`src/rtl/alu_result_writeback_pkg.sv`:
```
// Shared definitions for the ALU result path: opcode encodings, write-port
// selector encodings and the writeback sequencer state type.
package alu_pkg;

  localparam logic [4:0] OP_ADD  = 5'b00011;
  localparam logic [4:0] OP_SUB  = 5'b00100;
  localparam logic [4:0] OP_AND  = 5'b00101;
  localparam logic [4:0] OP_OR   = 5'b00110;
  localparam logic [4:0] OP_SHR  = 5'b00111;
  localparam logic [4:0] OP_SHRA = 5'b01000;
  localparam logic [4:0] OP_SHL  = 5'b01001;
  localparam logic [4:0] OP_ROR  = 5'b01010;
  localparam logic [4:0] OP_ROL  = 5'b01011;
  localparam logic [4:0] OP_MUL  = 5'b01111;
  localparam logic [4:0] OP_DIV  = 5'b10000;
  localparam logic [4:0] OP_NEG  = 5'b10001;
  localparam logic [4:0] OP_NOT  = 5'b10010;

  localparam logic [1:0] WR_SEL_GPR = 2'b00;
  localparam logic [1:0] WR_SEL_LO  = 2'b01;
  localparam logic [1:0] WR_SEL_HI  = 2'b10;

  typedef enum logic [2:0] {
    ST_IDLE,
    ST_WR_GPR,
    ST_WR_LO,
    ST_WR_HI,
    ST_ERR
  } wb_state_t;

endpackage

```
`src/rtl/alu_result_writeback_op_class.sv`:
```
// Combinational opcode classifier: single-word result, double-word (mul/div)
// result, or unsupported. Reusable by the ALU control path.
module alu_op_class
  import alu_pkg::*;
(
  input  logic [4:0] i_opcode,
  output logic       o_single,
  output logic       o_double,
  output logic       o_invalid
);

  always_comb begin
    o_single  = 1'b0;
    o_double  = 1'b0;
    o_invalid = 1'b0;
    case (i_opcode)
      OP_AND, OP_OR, OP_ADD, OP_SUB, OP_SHL, OP_SHR,
      OP_SHRA, OP_ROL, OP_ROR, OP_NEG, OP_NOT: o_single  = 1'b1;
      OP_MUL, OP_DIV:                          o_double  = 1'b1;
      default:                                 o_invalid = 1'b1;
    endcase
  end

endmodule

```
`src/rtl/alu_result_writeback.sv`:
```
// Writeback sequencer: latches one 64-bit ALU result per handshake and drives
// it onto the 32-bit register write port (one GPR write, or LO then HI).
module alu_result_writeback
  import alu_pkg::*;
#(
  parameter int DATA_W = 32,
  parameter int REG_AW = 4
) (
  input  logic                  clock,
  input  logic                  clear,
  input  logic                  in_valid,
  output logic                  in_ready,
  input  logic [4:0]            opcode,
  input  logic [REG_AW-1:0]     rd,
  input  logic [2*DATA_W-1:0]   result,
  output logic                  wr_en,
  output logic [1:0]            wr_sel,
  output logic [REG_AW-1:0]     wr_addr,
  output logic [DATA_W-1:0]     wr_data,
  output logic                  done,
  output logic                  op_err
);

  wb_state_t           r_state;
  wb_state_t           w_next_state;
  logic [2*DATA_W-1:0] r_z;
  logic [4:0]          r_opcode;
  logic [REG_AW-1:0]   r_rd;
  logic                w_accept;
  logic                w_is_single;
  logic                w_is_double;
  logic                w_is_invalid;

  alu_op_class u_op_class (
    .i_opcode  (opcode),
    .o_single  (w_is_single),
    .o_double  (w_is_double),
    .o_invalid (w_is_invalid)
  );

  // Only the LO beat of a two-word op blocks the sender; every other state
  // is either idle or a final beat that can overlap the next accept.
  assign in_ready = (r_state != ST_WR_LO);
  assign w_accept = in_valid && in_ready;

  always_comb begin
    w_next_state = ST_IDLE;
    case (r_state)
      // HI follows LO only for a genuine two-word op held in the latch
      ST_WR_LO: w_next_state = (r_opcode == OP_MUL || r_opcode == OP_DIV) ? ST_WR_HI : ST_IDLE;
      default: begin
        if (w_accept) begin
          if (w_is_single)       w_next_state = ST_WR_GPR;
          else if (w_is_double)  w_next_state = ST_WR_LO;
          else if (w_is_invalid) w_next_state = ST_ERR;
        end
      end
    endcase
  end

  always_ff @(posedge clock or posedge clear) begin
    if (clear) begin
      r_state  <= ST_IDLE;
      r_z      <= '0;
      r_opcode <= '0;
      r_rd     <= '0;
    end else begin
      r_state <= w_next_state;
      if (w_accept) begin
        r_z      <= result;
        r_opcode <= opcode;
        r_rd     <= rd;
      end
    end
  end

  always_comb begin
    wr_en   = 1'b0;
    wr_sel  = WR_SEL_GPR;
    wr_addr = '0;
    wr_data = '0;
    done    = 1'b0;
    op_err  = 1'b0;
    case (r_state)
      ST_WR_GPR: begin
        wr_en   = 1'b1;
        wr_addr = r_rd;
        wr_data = r_z[DATA_W-1:0];
        done    = 1'b1;
      end
      ST_WR_LO: begin
        wr_en   = 1'b1;
        wr_sel  = WR_SEL_LO;
        wr_data = r_z[DATA_W-1:0];
      end
      ST_WR_HI: begin
        wr_en   = 1'b1;
        wr_sel  = WR_SEL_HI;
        wr_data = r_z[2*DATA_W-1:DATA_W];
        done    = 1'b1;
      end
      ST_ERR:  op_err = 1'b1;
      default: ;
    endcase
  end

endmodule

```
`config.mk`:
```
export PLATFORM = sky130hd
export DESIGN_NAME = alu_result_writeback
export DESIGN_NICKNAME = d
export VERILOG_FILES = /design/src/rtl/alu_result_writeback_pkg.sv /design/src/rtl/alu_result_writeback_op_class.sv /design/src/rtl/alu_result_writeback.sv
export SDC_FILE = /design/constraint.sdc
export NUM_CORES = 1
export LEC_CHECK = 0
export ABC_AREA = 1
export CORE_AREA = 10 10 107 109
export DETAILED_ROUTE_END_ITERATION = 8
export DIE_AREA = 0 0 117 119
export GPL_TIMING_DRIVEN = 0
export HOLD_SLACK_MARGIN = 0.08
export MAX_ROUTING_LAYER = met4
export PLACE_DENSITY = 0.79
export SLEW_MARGIN = 40
export SYNTH_ARGS = -nofsm -noshare
export SYNTH_HDL_FRONTEND = slang
export SYNTH_SLANG_ARGS = --single-unit
```
`constraint.sdc`:
```
create_clock -name clock -period 5.98 [get_ports clock]
set_clock_uncertainty 0.15 [all_clocks]
set_input_delay 0.897 -clock clock [delete_from_list [all_inputs] [get_ports clock]]
set_output_delay 0.897 -clock clock [all_outputs]
set_load 0.005 [all_outputs]
```
==> results.ini, run 1 <==
[global_route]
grt_overflow_total = 0
grt_max_degree = 40
grt_use_total = 0.159
antenna_found_initial = 0
grt_pass1_wl_um = 17000
grt_pass1_vias = 3483

[layout]
antenna_cells = 0
utilization = 0.531
fill_cells = 904
instances_no_fill = 682
layout_common_cells = nand2_1 (198), clkdlybuf4s50_1 (117), dfrtp_1 (76)
layout_commonest_cell = nand2_1
final_area_um2 = 5020
finalNetCount = 639
drive_above_1_share = 0.0827
syn2layout_area_growth_pct = 46.2

[timing]
worstMarginPinSlew_ns = 0.357
fin_ws_ns = 2.79
setup_viol_count_final = 0
whs_ns = 0.331
rsz0062_at_grt = no
fin_setup_tns_ns = 0
hold_violations = 0
max_freq_mhz = 314
slew_viol_final = 0
fin_crit_sh = 0.533
slew_headroom = 0.762
min_period_ns = 3.19

[drt]
wl_um = 10400
vias = 3176
vias_per_cell = 4.66
wl_per_cell_um = 15.2
dr.pass1.iters = 4
highest-signal-layer = met4
antenna_left = 0
drt-initial-drc-count = 222
drc_errors = 0
wl_met1_um = 4610
route.met3.wl_um = 521
met2WireLength_um = 5090

[power]
powerDensity_nw_per_um2 = 252
leakagePower_nw = 2.44
p_total_mw = 1.27
peakVddDrop_mv = 0.125

[clock_tree]
cts_root_buf = clkbuf_8
clock-sinks = 76
ctsResizeCount = 0
cts_buffer_depth = 2
cts_tree = done
hold_buffers = 0
clkTransAtPathRegs_ns = 0.08
cts_max_level = 3
cts_buffers = 9
clk_latency_ns = 0.34
post_cts_buffers = 0

[synth]
syn-num-nets = 510
avgSynthCellArea_um2 = 7.92
yosysWarnings = 0
syn_inst = 434
ys_seq_elements = 76
synth-seq-area-share = 0.554
ys_types = 18
synthesis.area_um2 = 3440

[placed_design]
post-place-ws_ns = 3.16
gp_congestion = 0.865
dp_hpwl_um = 8040
placed_cell_area_um2 = 4770
placed_cells = 666
portBuffers = 117

[critical_path]
start_kind = register
crit_type = reg2out
critPathLaunch = r_state[2]
crit_arrival_ns = 2.14
r2r-start = r_state[2]
end_kind = primary output
cp_slowest_stage_delay_ns = 0.52
crit_path_cell_trace = inv_2 -> nand3_1 -> inv_1 -> buf_2 -> nand2_1 -> o21ai_1 -> clkdlybuf4s50_1
cp_data_required_time_ns = 4.93
critPathSlowestCell = clkdlybuf4s50_1
cp_max_fo = 10

[hold_path]
min_path_type = reg2reg
min-delay-start = r_z[38]

[die]
die_x_um = 117
boundaryPins = 118
chipHeight_um = 119
rows = 36
start_util = 0.363
core-area_um2 = 9460
fp.dieArea_um2 = 13900

[outcome]
status = completed

[run]
drv_cap = 0

area by class of cell:
type | instances | area (µm²) | share of cell area
sequential | 76 | 1900 | 0.378
multi-input combinational | 291 | 1210 | 0.241
timing repair buffer | 118 | 1190 | 0.237
inverter | 46 | 180 | 0.0359
clock buffer | 12 | 155 | 0.0309
buffer | 21 | 149 | 0.0296
tap | 114 | 143 | 0.0284
clock inverter | 4 | 95.1 | 0.0189
synth_stat cells:
| library cell | n | area (µm²) |
|---|---|---|
| nand3_2 | 1 | 10.0 |
| inv_1 | 42 | 158 |
| nand2_1 | 198 | 743 |
| buf_6 | 7 | 78.8 |
| nand3_1 | 8 | 40.0 |
| inv_2 | 3 | 11.3 |
| inv_4 | 1 | 6.26 |
| dfrtp_1 | 76 | 1900 |
| nand2_2 | 2 | 12.5 |
| o21ai_0 | 38 | 190 |
| clkbuf_2 | 1 | 5.00 |
| buf_2 | 13 | 65.1 |
| nor3_1 | 1 | 5.00 |
| o21ai_1 | 29 | 145 |
| nand2_4 | 1 | 11.3 |
| a21oi_1 | 1 | 5.00 |
| nor2_1 | 11 | 41.3 |
| nor2_2 | 1 | 6.26 |
registers in the layout, summed over array words and instances (netlist names):
name      flops
r_state       3
r_rd          4
r_opcode      5
r_z          64
where the power goes:
| group | switching [mW] | internal (mW) |
|---|---|---|
| clock network | 0.184 | 0.300 |
| registers | 0.0217 | 0.562 |
| logic | 0.0971 | 0.101 |
final timing paths:
path | endpoint | slack [ns] | depth (start not counted)
worst min-delay path | r_z[38] | 0.33 | 2
worst max register to register | r_z[40] | 4.42 | 8
max in group asynchronous | r_z[22] | 4.40 | 3
worst max-delay path | wr_data[2] | 2.79 | 7
worst min register to register | r_z[38] | 0.33 | 2
min in group asynchronous | r_z[6] | 0.77 | 2
cell families after synthesis:
family                 synth area share
DFF                               0.554
buffers and inverters            0.0943
AOI/OAI and AO/OA                0.0991
and+or+nand+nor                   0.253
metal layers:
layer / GRT usage / up-vias
met2: 0.261 / 98
met1: 0.192 / 1482
met4: 0.0556 / 0
li1: - / 1584
met3: 0.0261 / 12
met5: - / -
worst max-delay path: cells and delay by family (launching register included):
kind / cells / cell delay [ns]
buffers and inverters: 4 / 1.08
DFF: 1 / 0.40
AOI/OAI and AO/OA: 1 / 0.09
and+or+nand+nor: 2 / 0.23
Power figures use the tool's default switching activity.
==> inputs of run 2 (changes only) <==
- PLACE_DENSITY: 0.79 -> 0.82
- clock period: 5.98 -> 2.9 ns (I/O delays scaled with it)
==> results.ini, run 2 (synthesis gave the netlist of run 1 again) <==
[outcome]
status = completed

[hold_path]
min_path_type = in2async

[clock_tree]
clkTransAtPathRegs_ns = 0.07
clk_latency_ns = 0.34
clock-sinks = 76
cts_root_buf = clkbuf_8
hold_buffers = 0
cts_buffer_depth = 2
cts_max_level = 3
cts_tree = done
post_cts_buffers = 0
ctsResizeCount = 0
cts_buffers = 9

[layout]
regMostFlops = r_z
syn2layout_area_growth_pct = 44.8
layout_commonest_cell = nand2_1
layout_common_cells = nand2_1 (198), clkdlybuf4s50_1 (117), dfrtp_1 (76)
drive_above_1_share = 0.0775
finalNetCount = 639
utilization = 0.526
largest_reg_flops = 64
top_regs = r_z: 64 flops, r_opcode: 5 flops, r_rd: 4 flops
final_area_um2 = 4970
antenna_cells = 0

[timing]
setup_viol_count_final = 0
fin_crit_sh = 0.938
fin_setup_tns_ns = 0
slew_headroom = 0.762
hold_violations = 0
max_freq_mhz = 368
min_period_ns = 2.72
slew_viol_final = 0
rsz0062_at_grt = no
worstMarginPinSlew_ns = 0.356

[global_route]
grt_pass1_vias = 3405
grt_use_total = 0.157
grt_max_degree = 40
grt_overflow_total = 0
antenna_found_initial = 0
grt_pass1_wl_um = 16900

[drt]
dr.pass1.iters = 5
wl_um = 10400
vias = 3207
drt-initial-drc-count = 275
drc_errors = 0
wl_per_cell_um = 15.3
vias_per_cell = 4.70
antenna_left = 0

[critical_path]
crit_type = reg2out
crit_arrival_ns = 2.13
end_kind = primary output
start_kind = register
worstReg2RegEnd = r_z[45]
r2r-start = r_state[2]
rrSetupSlack_ns = 1.34
r2r_cells = 8
cp_max_fo = 10
cp_data_required_time_ns = 2.32

[placed_design]
dp_hpwl_um = 8000
portBuffers = 117
placed_cell_area_um2 = 4770
gp_congestion = 0.860

[die]
rows = 36
chipHeight_um = 119
core-area_um2 = 9460
boundaryPins = 118
start_util = 0.363
fp.dieArea_um2 = 13900
die_x_um = 117

[power]
leakagePower_nw = 2.41
powerDensity_nw_per_um2 = 489
peakVddDrop_mv = 0.329
p_total_mw = 2.43

[run]
drv_cap = 0

run 2: cell count changes in the layout (fill, tap and decap cells not counted):
cell       delta
bufinv_16     -2
buf_2         -1
clkbuf_4      +1
clkbuf_1      +3
clkinv_2      -1
run 2: layout make-up:
cell class,count,area (µm²)
Fill cell,918,4490
Sequential cell,76,1900
Multi-Input combinational cell,291,1210
Timing Repair Buffer,118,1190
Inverter,46,180
Clock buffer,15,166
Buffer,21,151
Tap cell,114,143
Clock inverter,1,30.0
run 2: how the worst max path moves through the flow:
stage,startpoint,end,depth (start not counted)
floorplan,clear,r_opcode[0],1
global placement,clear,r_z[26],2
detailed placement,r_state[2],wr_data[3],7
CTS,r_state[2],wr_data[3],7
global route,r_state[2],wr_data[19],7
finish,r_state[2],wr_data[14],7
run 2: stage by stage:
stage / setup slack, ns / hold WS, ns / instances
6_report: 0.180 / 0.308 / 682
4_1_cts: 0.109 / 0.310 / 682
2_1_floorplan: 0.377 / 0.299 / 434
3_5_place_dp: 0.503 / 0.316 / 666
3_3_place_gp: -0.766 / 0.313 / 665
5_1_grt: 0.00315 / 0.334 / 682
run 2: layer usage:
metal,global-route usage,vias to the layer above,share of wire
met4,0.0564,0,0.016
met5,-,-,0
met1,0.199,1518,0.45
met2,0.243,96,0.47
li1,-,1583,-
met3,0.0331,10,0.063
run 2: critical path, stage by stage (launching register included):
cell and delay (ns):
dfrtp_1 0.40, inv_2 0.08, nand3_1 0.14, inv_1 0.18, buf_2 0.26, nand2_1 0.07
o21ai_1 0.11, clkdlybuf4s50_1 0.54
run 2: power by group:
part           switching (mW)  leakage [nW]  internal, mW
combinational           0.203          1.38         0.208
clock                   0.370        0.0979         0.447
sequential             0.0449         0.928          1.16
total                   0.618          2.41          1.82
==> inputs of run 3 (changes only) <==
--- a/constraint.sdc
+++ b/constraint.sdc
@@ -4,2 +4,2 @@
 set_output_delay 0.435 -clock clock [all_outputs]
-set_load 0.005 [all_outputs]
+set_load 0.1 [all_outputs]
==> results.ini, run 3 (synthesis gave the netlist of run 1 again) <==
[layout]
fill_cells = 871
layout_common_cells = nand2_1 (198), dfrtp_1 (76), clkdlybuf4s50_1 (75)
finalNetCount = 639
drive_above_1_share = 0.217
multi_input_area_um2 = 1550
top_regs = r_z: 64 flops, r_opcode: 5 flops, r_rd: 4 flops
utilization = 0.541
largest_reg_flops = 64
regMostFlops = r_z
syn2layout_area_growth_pct = 49.0
antenna_cells = 0
layout_commonest_cell = nand2_1
area.sequential_um2 = 1900

[timing]
max_freq_mhz = 374
worstMarginPinSlew_ns = 0.513
fin_crit_sh = 0.923
rsz0062_at_grt = no
setup_viol_count_final = 0
whs_ns = 0.300
fin_setup_tns_ns = 0
min_period_ns = 2.68
hold_violations = 0
slew_headroom = 0.661
slew_viol_final = 0

[clock_tree]
cts_root_buf = clkbuf_8
post_cts_buffers = 0
ctsResizeCount = 0
clkTransAtPathRegs_ns = 0.08
cts_max_level = 3
clock-sinks = 76
cts_tree = done
cts_buffer_depth = 2
clk_latency_ns = 0.34
cts_buffers = 9
hold_buffers = 0

[critical_path]
cp_data_required_time_ns = 2.32
crit_type = reg2out
crit_arrival_ns = 2.09
cp_max_fo = 10
start_kind = register
end_kind = primary output

[global_route]
antenna_found_initial = 0
grt_pass1_wl_um = 17100
grt_pass1_vias = 3478
grt_max_degree = 41
grt_overflow_total = 0
grt_use_total = 0.159

[power]
pwr-share-clk = 0.325
peakVddDrop_mv = 0.255
p_switching_mw = 0.858
p_comb_frac = 0.229
netSwitchingFraction = 0.318
powerDensity_nw_per_um2 = 527
leakagePower_nw = 2.58
pwr-share-seq = 0.446
intPower_mw = 1.84

[drt]
antenna_left = 0
dr.pass1.iters = 4
vias = 3201
drc_errors = 0
drt-initial-drc-count = 164
vias_per_cell = 4.69
wl_per_cell_um = 15.4
wl_um = 10500

[die]
chipHeight_um = 119
rows = 36
core-area_um2 = 9460
die_x_um = 117
start_util = 0.363
boundaryPins = 118
fp.dieArea_um2 = 13900

[placed_design]
gp_congestion = 0.831
portBuffers = 117
dp_hpwl_um = 8040

[outcome]
status = completed

[hold_path]
min_path_type = in2async

[run]
drv_cap = 0

run 3: cell types whose count changed in the layout (fill, tap and decap cells not counted), sizes merged:
cell / previous run / this run
clkdlybuf4s50: 117 / 75
bufinv: 1 / 2
clkinv: 0 / 2
clkinvlp: 0 / 2
clkbuf: 17 / 11
buf: 20 / 63
run 3: worst max-delay path: stages, from the launching register on:
cell     delay [ns]
dfrtp_1        0.42
inv_2          0.10
nand3_1        0.14
inv_1          0.17
buf_2          0.27
nand2_1        0.14
o21ai_4        0.08
buf_2          0.44
run 3: power groups by stage:
stage | logic (mW) | clock network [mW] | registers [mW]
floorplan | 0.428 | 0 | 1.21
global placement | 0.629 | 0 | 1.22
detailed placement | 0.622 | 0 | 1.23
CTS | 0.626 | 0.904 | 1.21
global route | 0.672 | 0.948 | 1.22
finish | 0.618 | 0.877 | 1.21
run 3: area by class of cell:
| cell class | instances | area share |
|---|---|---|
| flip-flops and latches | 76 | 0.371 |
| multi-input cells | 291 | 0.303 |
| repair buffers | 118 | 0.192 |
| inverters | 46 | 0.0352 |
| plain buffers | 21 | 0.0291 |
| well taps | 114 | 0.0279 |
| clock buffers | 10 | 0.0249 |
| clock inverters | 6 | 0.0174 |
run 3: worst paths after layout:
path                            startpoint          end  slack (ns)  depth (start not counted)
max in group asynchronous            clear      r_z[10]        1.77                          3
worst min-delay path                 clear      r_rd[1]        0.30                          2
worst min register to register     r_z[36]      r_z[36]        0.33                          2
min in group clock                 r_z[36]      r_z[36]        0.33                          2
worst max register to register  r_state[2]      r_z[39]        1.34                          8
worst max-delay path            r_state[2]  wr_data[19]        0.22                          7
run 3: per-layer routing:
layer  wire [µm]  up-vias  track usage
met1        4490     1516        0.187
met4         141        0       0.0495
met2        5240       88        0.261
li1            -     1585            -
met3         639       12       0.0371
met5           0        -            -
run 3: stage by stage:
| step | power (mW) | setup slack, ns | area [µm²] | std cells |
|---|---|---|---|---|
| after floorplan | 1.64 | -0.0648 | 3770 | 434 |
| after global placement | 1.85 | -0.775 | 5090 | 665 |
| after detailed placement | 1.85 | 0.524 | 4900 | 666 |
| after CTS | 2.73 | 0.142 | 5120 | 682 |
| after global routing | 2.84 | 0.0402 | 5120 | 682 |
| final | 2.70 | 0.224 | 5120 | 682 |
